[src/rtl/frame_buffer_arbiter_if.sv]
// Requester and BRAM-port signal bundle for the frame buffer arbiter.
// slave: the arbiter's view. master: the view of the surrounding requesters and BRAM.
interface frame_buffer_arbiter_if #(
    parameter int unsigned ADDR_W = 19
);
    // VGA scan-out reader
    logic              vga_req;
    logic [15:0]       vga_row;
    logic [15:0]       vga_col;
    logic              vga_gnt;
    logic              vga_rvalid;

    // Sobel window reader
    logic              sob_rd_req;
    logic [15:0]       sob_rd_row;
    logic [15:0]       sob_rd_col;
    logic              sob_rd_gnt;
    logic              sob_rd_rvalid;

    // Sobel result writer
    logic              sob_wr_req;
    logic [15:0]       sob_wr_row;
    logic [15:0]       sob_wr_col;
    logic [7:0]        sob_wr_data;
    logic              sob_wr_gnt;

    // Shared read return and status
    logic [7:0]        rd_data;
    logic              oob_err;

    // BRAM port
    logic              bram_en;
    logic              bram_we;
    logic [ADDR_W-1:0] bram_addr;
    logic [7:0]        bram_wdata;
    logic [7:0]        bram_rdata;

    modport slave (
        input  vga_req, vga_row, vga_col,
        output vga_gnt, vga_rvalid,
        input  sob_rd_req, sob_rd_row, sob_rd_col,
        output sob_rd_gnt, sob_rd_rvalid,
        input  sob_wr_req, sob_wr_row, sob_wr_col, sob_wr_data,
        output sob_wr_gnt,
        output rd_data, oob_err,
        output bram_en, bram_we, bram_addr, bram_wdata,
        input  bram_rdata
    );

    modport master (
        output vga_req, vga_row, vga_col,
        input  vga_gnt, vga_rvalid,
        output sob_rd_req, sob_rd_row, sob_rd_col,
        input  sob_rd_gnt, sob_rd_rvalid,
        output sob_wr_req, sob_wr_row, sob_wr_col, sob_wr_data,
        input  sob_wr_gnt,
        input  rd_data, oob_err,
        input  bram_en, bram_we, bram_addr, bram_wdata,
        output bram_rdata
    );
endinterface

[src/rtl/frame_buffer_arbiter.sv]
// Single-port frame buffer arbiter: VGA reader, Sobel reader and Sobel writer share
// one BRAM port. Fixed priority VGA > write > read, with starvation promotion of the
// Sobel requesters, (row, col) to linear address conversion, and a 2-deep owner tag
// that routes returning read data to its requester.
module frame_buffer_arbiter #(
    parameter int unsigned IMG_WIDTH    = 640,
    parameter int unsigned IMG_HEIGHT   = 480,
    parameter int unsigned ADDR_W       = 19,
    parameter int unsigned STARVE_LIMIT = 8
) (
    input  logic                   clk,
    input  logic                   reset,
    frame_buffer_arbiter_if.slave  bus
);

    localparam int unsigned       CNT_W     = $clog2(STARVE_LIMIT + 1);
    localparam logic [CNT_W-1:0]  CNT_LIMIT = CNT_W'(STARVE_LIMIT);

    // Owner tag carried alongside each issued access
    typedef struct packed {
        logic valid;   // access was a read
        logic is_vga;  // owner: 1 = VGA, 0 = Sobel reader
        logic oob;     // coordinates were out of range, data forced to zero
    } rd_tag_t;

    // Starvation wait counters
    logic [CNT_W-1:0]  wr_cnt_q, wr_cnt_d;
    logic [CNT_W-1:0]  rd_cnt_q, rd_cnt_d;
    logic              wr_starved_c, rd_starved_c;

    // Grants and selected request
    logic              vga_gnt_c, wr_gnt_c, rd_gnt_c, any_gnt_c;
    logic [15:0]       sel_row_c, sel_col_c;
    logic [ADDR_W-1:0] sel_addr_c;
    logic              sel_oob_c;

    // Issue stage and read return pipeline
    logic              bram_en_q, bram_en_d;
    logic              bram_we_q, bram_we_d;
    logic [ADDR_W-1:0] bram_addr_q, bram_addr_d;
    logic [7:0]        bram_wdata_q, bram_wdata_d;
    logic              oob_err_q, oob_err_d;
    rd_tag_t           tag1_q, tag1_d;
    rd_tag_t           tag2_q, tag2_d;

    // Arbitration: starved Sobel requesters outrank VGA, write before read
    always_comb begin
        vga_gnt_c    = 1'b0;
        wr_gnt_c     = 1'b0;
        rd_gnt_c     = 1'b0;
        wr_starved_c = (wr_cnt_q == CNT_LIMIT);
        rd_starved_c = (rd_cnt_q == CNT_LIMIT);
        if (!reset) begin
            if (bus.sob_wr_req && wr_starved_c) begin
                wr_gnt_c = 1'b1;
            end else if (bus.sob_rd_req && rd_starved_c) begin
                rd_gnt_c = 1'b1;
            end else if (bus.vga_req) begin
                vga_gnt_c = 1'b1;
            end else if (bus.sob_wr_req) begin
                wr_gnt_c = 1'b1;
            end else if (bus.sob_rd_req) begin
                rd_gnt_c = 1'b1;
            end
        end
        any_gnt_c = vga_gnt_c | wr_gnt_c | rd_gnt_c;
    end

    // Coordinates of the granted request, its linear address and range check
    always_comb begin
        sel_row_c = bus.sob_rd_row;
        sel_col_c = bus.sob_rd_col;
        if (vga_gnt_c) begin
            sel_row_c = bus.vga_row;
            sel_col_c = bus.vga_col;
        end else if (wr_gnt_c) begin
            sel_row_c = bus.sob_wr_row;
            sel_col_c = bus.sob_wr_col;
        end
        sel_addr_c = ADDR_W'(32'(sel_row_c) * 32'(IMG_WIDTH) + 32'(sel_col_c));
        sel_oob_c  = (32'(sel_row_c) >= 32'(IMG_HEIGHT)) ||
                     (32'(sel_col_c) >= 32'(IMG_WIDTH));
    end

    // Wait counters: count lost cycles while requesting, saturate at the limit
    always_comb begin
        wr_cnt_d = '0;
        rd_cnt_d = '0;
        if (bus.sob_wr_req && !wr_gnt_c) begin
            wr_cnt_d = wr_starved_c ? CNT_LIMIT : wr_cnt_q + CNT_W'(1);
        end
        if (bus.sob_rd_req && !rd_gnt_c) begin
            rd_cnt_d = rd_starved_c ? CNT_LIMIT : rd_cnt_q + CNT_W'(1);
        end
    end

    // Issue stage, owner tag pipeline and sticky range error
    always_comb begin
        bram_en_d    = any_gnt_c && !sel_oob_c;
        bram_we_d    = wr_gnt_c && !sel_oob_c;
        bram_addr_d  = bram_addr_q;
        bram_wdata_d = bram_wdata_q;
        if (any_gnt_c) begin
            bram_addr_d = sel_addr_c;
        end
        if (wr_gnt_c) begin
            bram_wdata_d = bus.sob_wr_data;
        end
        tag1_d.valid  = vga_gnt_c | rd_gnt_c;
        tag1_d.is_vga = vga_gnt_c;
        tag1_d.oob    = sel_oob_c;
        tag2_d        = tag1_q;
        oob_err_d     = oob_err_q | (any_gnt_c & sel_oob_c);
    end

    // State registers
    always_ff @(posedge clk or posedge reset) begin
        if (reset) begin
            wr_cnt_q     <= '0;
            rd_cnt_q     <= '0;
            bram_en_q    <= 1'b0;
            bram_we_q    <= 1'b0;
            bram_addr_q  <= '0;
            bram_wdata_q <= '0;
            oob_err_q    <= 1'b0;
            tag1_q       <= '0;
            tag2_q       <= '0;
        end else begin
            wr_cnt_q     <= wr_cnt_d;
            rd_cnt_q     <= rd_cnt_d;
            bram_en_q    <= bram_en_d;
            bram_we_q    <= bram_we_d;
            bram_addr_q  <= bram_addr_d;
            bram_wdata_q <= bram_wdata_d;
            oob_err_q    <= oob_err_d;
            tag1_q       <= tag1_d;
            tag2_q       <= tag2_d;
        end
    end

    assign bus.vga_gnt       = vga_gnt_c;
    assign bus.sob_wr_gnt    = wr_gnt_c;
    assign bus.sob_rd_gnt    = rd_gnt_c;
    assign bus.bram_en       = bram_en_q;
    assign bus.bram_we       = bram_we_q;
    assign bus.bram_addr     = bram_addr_q;
    assign bus.bram_wdata    = bram_wdata_q;
    assign bus.oob_err       = oob_err_q;
    assign bus.vga_rvalid    = tag2_q.valid & tag2_q.is_vga;
    assign bus.sob_rd_rvalid = tag2_q.valid & ~tag2_q.is_vga;
    // BRAM output is already registered; only the owner/OOB gating is applied here
    assign bus.rd_data       = (tag2_q.valid && !tag2_q.oob) ? bus.bram_rdata : 8'h00;

endmodule
[src/flat_wrapper.sv]
// flat-port wrapper written by rule: the top's interface ports become plain ports
module frame_buffer_arbiter_flat 
#(
    parameter int unsigned IMG_WIDTH    = 640,
    parameter int unsigned IMG_HEIGHT   = 480,
    parameter int unsigned ADDR_W       = 19,
    parameter int unsigned STARVE_LIMIT = 8
)
  (clk, reset, bus_vga_req, bus_vga_row, bus_vga_col, bus_vga_gnt, bus_vga_rvalid, bus_sob_rd_req, bus_sob_rd_row, bus_sob_rd_col, bus_sob_rd_gnt, bus_sob_rd_rvalid, bus_sob_wr_req, bus_sob_wr_row, bus_sob_wr_col, bus_sob_wr_data, bus_sob_wr_gnt, bus_rd_data, bus_oob_err, bus_bram_en, bus_bram_we, bus_bram_addr, bus_bram_wdata, bus_bram_rdata);
  frame_buffer_arbiter_if #(.ADDR_W(ADDR_W)) bus_i ();
  input  logic clk;
  input  logic reset;
  input wire logic [$bits(bus_i.vga_req)-1:0] bus_vga_req;
  input wire logic [$bits(bus_i.vga_row)-1:0] bus_vga_row;
  input wire logic [$bits(bus_i.vga_col)-1:0] bus_vga_col;
  output wire logic [$bits(bus_i.vga_gnt)-1:0] bus_vga_gnt;
  output wire logic [$bits(bus_i.vga_rvalid)-1:0] bus_vga_rvalid;
  input wire logic [$bits(bus_i.sob_rd_req)-1:0] bus_sob_rd_req;
  input wire logic [$bits(bus_i.sob_rd_row)-1:0] bus_sob_rd_row;
  input wire logic [$bits(bus_i.sob_rd_col)-1:0] bus_sob_rd_col;
  output wire logic [$bits(bus_i.sob_rd_gnt)-1:0] bus_sob_rd_gnt;
  output wire logic [$bits(bus_i.sob_rd_rvalid)-1:0] bus_sob_rd_rvalid;
  input wire logic [$bits(bus_i.sob_wr_req)-1:0] bus_sob_wr_req;
  input wire logic [$bits(bus_i.sob_wr_row)-1:0] bus_sob_wr_row;
  input wire logic [$bits(bus_i.sob_wr_col)-1:0] bus_sob_wr_col;
  input wire logic [$bits(bus_i.sob_wr_data)-1:0] bus_sob_wr_data;
  output wire logic [$bits(bus_i.sob_wr_gnt)-1:0] bus_sob_wr_gnt;
  output wire logic [$bits(bus_i.rd_data)-1:0] bus_rd_data;
  output wire logic [$bits(bus_i.oob_err)-1:0] bus_oob_err;
  output wire logic [$bits(bus_i.bram_en)-1:0] bus_bram_en;
  output wire logic [$bits(bus_i.bram_we)-1:0] bus_bram_we;
  output wire logic [$bits(bus_i.bram_addr)-1:0] bus_bram_addr;
  output wire logic [$bits(bus_i.bram_wdata)-1:0] bus_bram_wdata;
  input wire logic [$bits(bus_i.bram_rdata)-1:0] bus_bram_rdata;
  assign bus_i.vga_req = bus_vga_req;
  assign bus_i.vga_row = bus_vga_row;
  assign bus_i.vga_col = bus_vga_col;
  assign bus_vga_gnt = bus_i.vga_gnt;
  assign bus_vga_rvalid = bus_i.vga_rvalid;
  assign bus_i.sob_rd_req = bus_sob_rd_req;
  assign bus_i.sob_rd_row = bus_sob_rd_row;
  assign bus_i.sob_rd_col = bus_sob_rd_col;
  assign bus_sob_rd_gnt = bus_i.sob_rd_gnt;
  assign bus_sob_rd_rvalid = bus_i.sob_rd_rvalid;
  assign bus_i.sob_wr_req = bus_sob_wr_req;
  assign bus_i.sob_wr_row = bus_sob_wr_row;
  assign bus_i.sob_wr_col = bus_sob_wr_col;
  assign bus_i.sob_wr_data = bus_sob_wr_data;
  assign bus_sob_wr_gnt = bus_i.sob_wr_gnt;
  assign bus_rd_data = bus_i.rd_data;
  assign bus_oob_err = bus_i.oob_err;
  assign bus_bram_en = bus_i.bram_en;
  assign bus_bram_we = bus_i.bram_we;
  assign bus_bram_addr = bus_i.bram_addr;
  assign bus_bram_wdata = bus_i.bram_wdata;
  assign bus_i.bram_rdata = bus_bram_rdata;
  frame_buffer_arbiter #(.IMG_WIDTH(IMG_WIDTH), .IMG_HEIGHT(IMG_HEIGHT), .ADDR_W(ADDR_W), .STARVE_LIMIT(STARVE_LIMIT)) u_core (.clk(clk), .reset(reset), .bus(bus_i));
endmodule
[config.mk]
export PLATFORM = sky130hd
export DESIGN_NAME = frame_buffer_arbiter_flat
export DESIGN_NICKNAME = d
export VERILOG_FILES = /design/src/rtl/frame_buffer_arbiter_if.sv /design/src/rtl/frame_buffer_arbiter.sv /design/src/flat_wrapper.sv
export SDC_FILE = /design/constraint.sdc
export NUM_CORES = 1
export LEC_CHECK = 0
export CORE_MARGIN = 3
export CORE_UTILIZATION = 42
export DETAILED_ROUTE_END_ITERATION = 7
export PLACE_DENSITY = 0.9
export SYNTH_ARGS = -nofsm -noshare
export SYNTH_HDL_FRONTEND = slang
export SYNTH_SLANG_ARGS = --single-unit
[constraint.sdc]
create_clock -name clk -period 5.95 [get_ports clk]
set_input_delay 0.595 -clock clk [delete_from_list [all_inputs] [get_ports clk]]
set_output_delay 0.595 -clock clk [all_outputs]
set_load 0.01 [all_outputs]
* After elaboration in Yosys (flattened, before gate mapping)
Cells that the tools add are included.
Word-level totals: register bits after elaboration 44, input bits 117, output and inout port bits 43, word-level logic and storage cells 65
Operators by class: add/sub/neg operators 3, multipliers 1, magnitude comparators 2, equal/unequal tests 2, mux-type cells 24, bitwise operators 8, reduce and logical (&&, ||, !) cells 12
Operators by type and width (number):
- 16-bit 2-to-1 mux | 4
- 19-bit by 16-bit adder with 19-bit output | 1
- 16-bit by 10-bit >= comparator with 1-bit output (second input constant) | 1
- 16-bit by 9-bit >= comparator with 1-bit output (second input constant) | 1
- 16-bit by 3-bit multiplier with 12-bit output (second input constant) | 1
- 4-bit 2-to-1 mux | 4
- 1-bit 2-to-1 mux | 15
- 4-bit by 1-bit adder with 4-bit output (second input constant) | 2
- 4-bit equality test (second input constant) | 2
- 8-bit 2-to-1 mux | 1
- 1-bit logical AND | 7
- 1-bit logical NOT | 4
- 1-bit OR | 4
- 1-bit bitwise AND | 3
- 1-bit logical OR | 1
- 1-bit inverter | 1

* Longest topological paths before layout
word-level depth 11, mapped depth 25, depth with buffers taken out 24

* Least setup slack after synthesis
OpenSTA, ideal clock, no wires.
path type input to register, start point in reset, end point reg u_core.bram_addr_q[18], in the netlist u_core.bus.bram_addr[18], setup time 0.134 ns, data arrival time 5.237 ns, required time 5.816 ns, path slack 0.579 ns, cell stages on the path 20, path buffers 2, cell sequence inv_1 -> nand4_1 -> inv_1 -> buf_1 -> buf_1 -> a222oi_1 -> inv_1 -> ha_1 -> ha_1 -> nor2b_1 -> o21ai_0 -> nor2b_1 -> xnor2_1 -> ha_1 -> nand2_1 -> o21a_1 -> a31o_2 -> nor3b_1 -> xnor2_1 -> o21ai_0
Between the ends: elaborated cells between the ends (all ways) 11, those cells by class 1 x add/sub; 1 x mul; 7 x mux; 2 x bitwise
RTL lines:
- from (decl) | RTL line flat_wrapper.sv:12 | input logic reset;
- 1-bit 2-to-1 mux * | RTL line frame_buffer_arbiter.sv:53 | if (!reset) begin
- net bus_vga_gnt | RTL line flat_wrapper.sv:16 | output wire logic [$bits(bus_i.vga_gnt)-1:0] bus_vga_gnt;
- 16-bit 2-to-1 mux | RTL line frame_buffer_arbiter.sv:73 | if (vga_gnt_c) begin
- 16-bit by 3-bit multiplier with 12-bit output | RTL line frame_buffer_arbiter.sv:80 | sel_addr_c = ADDR_W'(32'(sel_row_c) * 32'(IMG_WIDTH) + 32'(sel_col_c));
- 19-bit by 16-bit adder with 19-bit output | RTL line frame_buffer_arbiter.sv:80
- to (signal assigned) | RTL line frame_buffer_arbiter.sv:133 | bram_addr_q <= bram_addr_d;
- to (decl) | RTL line frame_buffer_arbiter.sv:40 | logic [ADDR_W-1:0] bram_addr_q, bram_addr_d;
The timed path passes the listed nets; every way through them passes the cells marked *. A chain may end at the register's enable or synchronous reset.

* Worst setup path after layout
start point in bus_sob_wr_req, end point reg u_core.bram_addr_q[18], in the netlist u_core.bus.bram_addr[18]
Between the ends: cells in the longest elaborated chain, start to end 9, elaborated cells between the ends (all ways) 21, those cells by class 1 x add/sub; 1 x mul; 16 x mux; 2 x bitwise; 1 x reduce/logical
Ends and longest elaborated chain:
- from (decl) | RTL line flat_wrapper.sv:23 | input wire logic [$bits(bus_i.sob_wr_req)-1:0] bus_sob_wr_req;
- 1-bit 2-to-1 mux | RTL line frame_buffer_arbiter.sv:60 | end else if (bus.sob_wr_req) begin
- 1-bit 2-to-1 mux | RTL line frame_buffer_arbiter.sv:58 | end else if (bus.vga_req) begin
- 1-bit 2-to-1 mux | RTL line frame_buffer_arbiter.sv:56 | end else if (bus.sob_rd_req && rd_starved_c) begin
- 1-bit 2-to-1 mux | RTL line frame_buffer_arbiter.sv:54 | if (bus.sob_wr_req && wr_starved_c) begin
- 1-bit 2-to-1 mux | RTL line frame_buffer_arbiter.sv:53
- 16-bit 2-to-1 mux | RTL line frame_buffer_arbiter.sv:76 | end else if (wr_gnt_c) begin
- 16-bit 2-to-1 mux | RTL line frame_buffer_arbiter.sv:73
- 16-bit by 3-bit multiplier with 12-bit output | RTL line frame_buffer_arbiter.sv:80
- 19-bit by 16-bit adder with 19-bit output | RTL line frame_buffer_arbiter.sv:80
Several ways; a longest one is shown, not always the timed one.

==> flow_metrics.py <==
metrics = {
    "synthesis": {
        "synthTopCellsByArea": "dfrtp_1 (33%), ha_1 (11%), nand2_1 (9.4%), a21oi_1 (6.8%), nor2_1 (5.4%)",
        "synth.distinct_cells": 54,
        "synth_top_cell_by_area": "dfrtp_1",
        "ys_ff_latch": 44,
        "async_flop_share_pct": 100.0,
        "synth_flop_cell": "dfrtp_1",
        "synth_nets": 576,
        "synthCells": 428,
        "syn_area_per_cell_sq_um": 7.908,
        "synth-edff-count": 0,
        "synth_area_sq_um": 3384,
        "yosysSeqAreaShare_pct": 32.53,
        "synth_top_area_share_pct": 32.53,
        "yosys_warnings": 0,
    },
    "timing": {
        "finalHoldViolCount": 0,
        "worst_pin_slew_ns": 0.7107,
        "fin_skew_ns": 0.004217,
        "finalMaxSlewViolations": 0,
        "period_share_pct": 81.51,
        "slew_headroom_pct": 52.62,
        "setup_viol_count_final": 0,
        "fin_crit_ns": 4.850,
        "clock.fmax_mhz": 206.2,
        "rsz0062_at_grt": "false",
        "fin_tns_setup_ns": 0,
    },
    "pwr": {
        "power_density_nw_per_um2": 250.1,
        "finalPower_w": 0.001299,
        "p_leak_nw": 2.275,
        "ir_worst_vdd_v": 0.0001254,
    },
    "detailed_routing": {
        "vias": 3772,
        "drc": 0,
        "dr.pass1.iters": 7,
        "via_per_inst": 5.483,
        "wl_microns": 11140,
        "routedWlPerCell_microns": 16.19,
        "ant_nets": 0,
        "drtIter0Drc": 167,
    },
    "final_layout": {
        "final_net_count": 733,
        "syn_to_final_growth_pct": 53.46,
        "instances_no_fill": 688,
        "mostFrequentLayoutCell": "clkdlybuf4s50_1",
        "final_cell_mix": "clkdlybuf4s50_1 (159), nand2_1 (85), nor2_1 (49), a21oi_1 (46), dfrtp_1 (44)",
        "n_antenna_cell": 0,
        "drive_gt1_share_pct": 4.266,
        "nFillCells": 628,
    },
    "placed_design": {
        "dp_cells": 680,
        "gp_congestion": 0.9192,
        "io_buffers": 159,
        "dp_hpwl_microns": 8889,
    },
    "grt": {
        "grt_pass1_wl_microns": 17170,
        "antenna_found_initial": 0,
        "grt_max_degree": 48,
        "grt_pass1_vias": 3782,
        "grt_overflow": 0,
        "grt_use_total_pct": 23.81,
    },
    "clock_tree": {
        "htree_levels": 2,
        "cts_buffers": 5,
        "clock_tree.root_cell": "clkbuf_8",
        "ctsHoldBuffers": 0,
        "cts_resized": 0,
        "numClockSinks": 44,
        "post_cts.repair.setup_buffers": 0,
        "path_clk_slew_ns": 0.08,
        "clock_latency_ns": 0.30,
        "clk_path_buf_depth": 2,
        "cts_tree": "yes",
    },
    "floorplanning": {
        "die_area_sq_um": 9172,
        "rows": 32,
        "coreArea_sq_um": 7767,
        "io_pins": 160,
        "start_util_pct": 43.57,
        "fp.dieW_microns": 95.77,
        "die_h_microns": 95.77,
    },
    "worst_setup_path": {
        "regToRegSetupSlack_ns": 1.19,
        "reg2reg_from": "u_core.wr_cnt_q[0]",
        "timing.critical_path.from": "bus_sob_wr_req",
        "end_kind": "register",
        "r2r-end": "u_core.bus.bram_addr[18]",
        "worstSetupPathType": "in2reg",
        "cp_max_fo": 25,
        "crit_end": "u_core.bus.bram_addr[18]",
        "required_ns": 6.12,
        "cp.arrival_ns": 5.02,
        "rr_worst_depth": 22,
        "cp-start-kind": "input pin",
    },
    "outcome": {
        "status": "complete, no violations",
    },
    "flow_run": {
        "maxCapViolCount": 0,
    },
    "worst_hold_path": {
        "min_path_type": "reg2reg",
    },
}
[report_power, final]
part           internal [W]  total, W  switching, W
registers          0.000358  0.000394     0.0000359
logic              0.000354  0.000681      0.000327
clock network      0.000125  0.000225     0.0000999
[per-stage QoR]
stage	setup slack [ns]	util (%)	hold WS, ns	instance area [sq um]
global placement	1.049	65.48	0.3344	5086
finish	1.100	66.87	0.3554	5194
floorplan	0.5794	-	0.3312	3385
CTS	1.126	66.87	0.3526	5194
global route	0.7549	66.87	0.3575	5194
detailed placement	0.8271	65.48	0.3358	5086
[cell families after synthesis]
logic type,synth area share (%)
buffers and inverters,4.621
DFF,32.53
AOI/OAI and AO/OA,20.48
adders and majority gates,11.90
xor gates and xnor gates,6.100
and+or+nand+nor,24.07
muxes,0.2958
[Yosys cell counts, drive strengths merged (3+ instances only)]
master / count
dfrtp: 44
xor2: 6
nor2b: 5
clkbuf: 6
o21bai: 3
nor2: 49
nor4: 4
and2: 9
o21ai: 21
xnor2: 15
a21oi: 46
nor3: 4
or4: 3
a222oi: 3
buf: 9
inv: 25
nand2: 85
a21o: 4
o211ai: 4
a31oi: 9
o22ai: 5
nand3: 6
ha: 29
[area by class of cell]
type	count	area [sq um]	area share (%)
Tap cell	102	127.6	2.457
Sequential cell	44	1101	21.20
Clock inverter	2	35.03	0.6745
Multi-Input combinational cell	344	2127	40.95
Clock buffer	6	72.57	1.397
Inverter	25	93.84	1.807
Timing Repair Buffer	165	1637	31.51
[registers in the layout, summed over array words and instances (netlist names)]
signal and count:
u_core.bus.bram_we 1, u_core.rd_cnt_q 4, u_core.bus.bram_en 1, u_core.bus.bram_wdata 8, u_core.tag2_q 3, u_core.wr_cnt_q 4
u_core.tag1_q 3, u_core.bus.oob_err 1, u_core.bus.bram_addr 19
[worst min path at each step]
stage,from,to,slack (ns),cells after the start
final,u_core.tag1_q[1],u_core.tag2_q[1],0.36,0
after global routing,u_core.tag1_q[0],u_core.tag2_q[0],0.36,0
after CTS,u_core.tag1_q[0],u_core.tag2_q[0],0.35,0
after detailed placement,u_core.tag1_q[1],u_core.tag2_q[1],0.34,0
after global placement,u_core.tag1_q[0],u_core.tag2_q[0],0.33,0
after floorplan,u_core.tag1_q[0],u_core.tag2_q[0],0.33,0
[metal layers]
layer	part of all wire [%]	up-vias	global-route usage (%)
met4	3.5	0	10.43
li1	-	1794	-
met2	49	205	42.96
met1	37	1735	26.56
met5	0	-	0
met3	10	38	5.551
[worst max-delay path: stages]
cell and delay (ns):
clkdlybuf4s50_1 0.61, nor2b_1 0.26, a22oi_4 0.11, inv_2 0.36, nand2_1 0.13, a31oi_1 0.38, ha_1 0.31, ha_1 0.21
inv_1 0.07, fa_1 0.20, nor2b_1 0.06, o21ai_0 0.19, nor2b_1 0.19, xnor2_1 0.09, ha_1 0.30, nand2_1 0.07
o21a_1 0.19, a31o_2 0.23, nor3b_1 0.23, xnor2_1 0.14, o21ai_0 0.08
No activity file was read; power rests on OpenSTA's default activity.
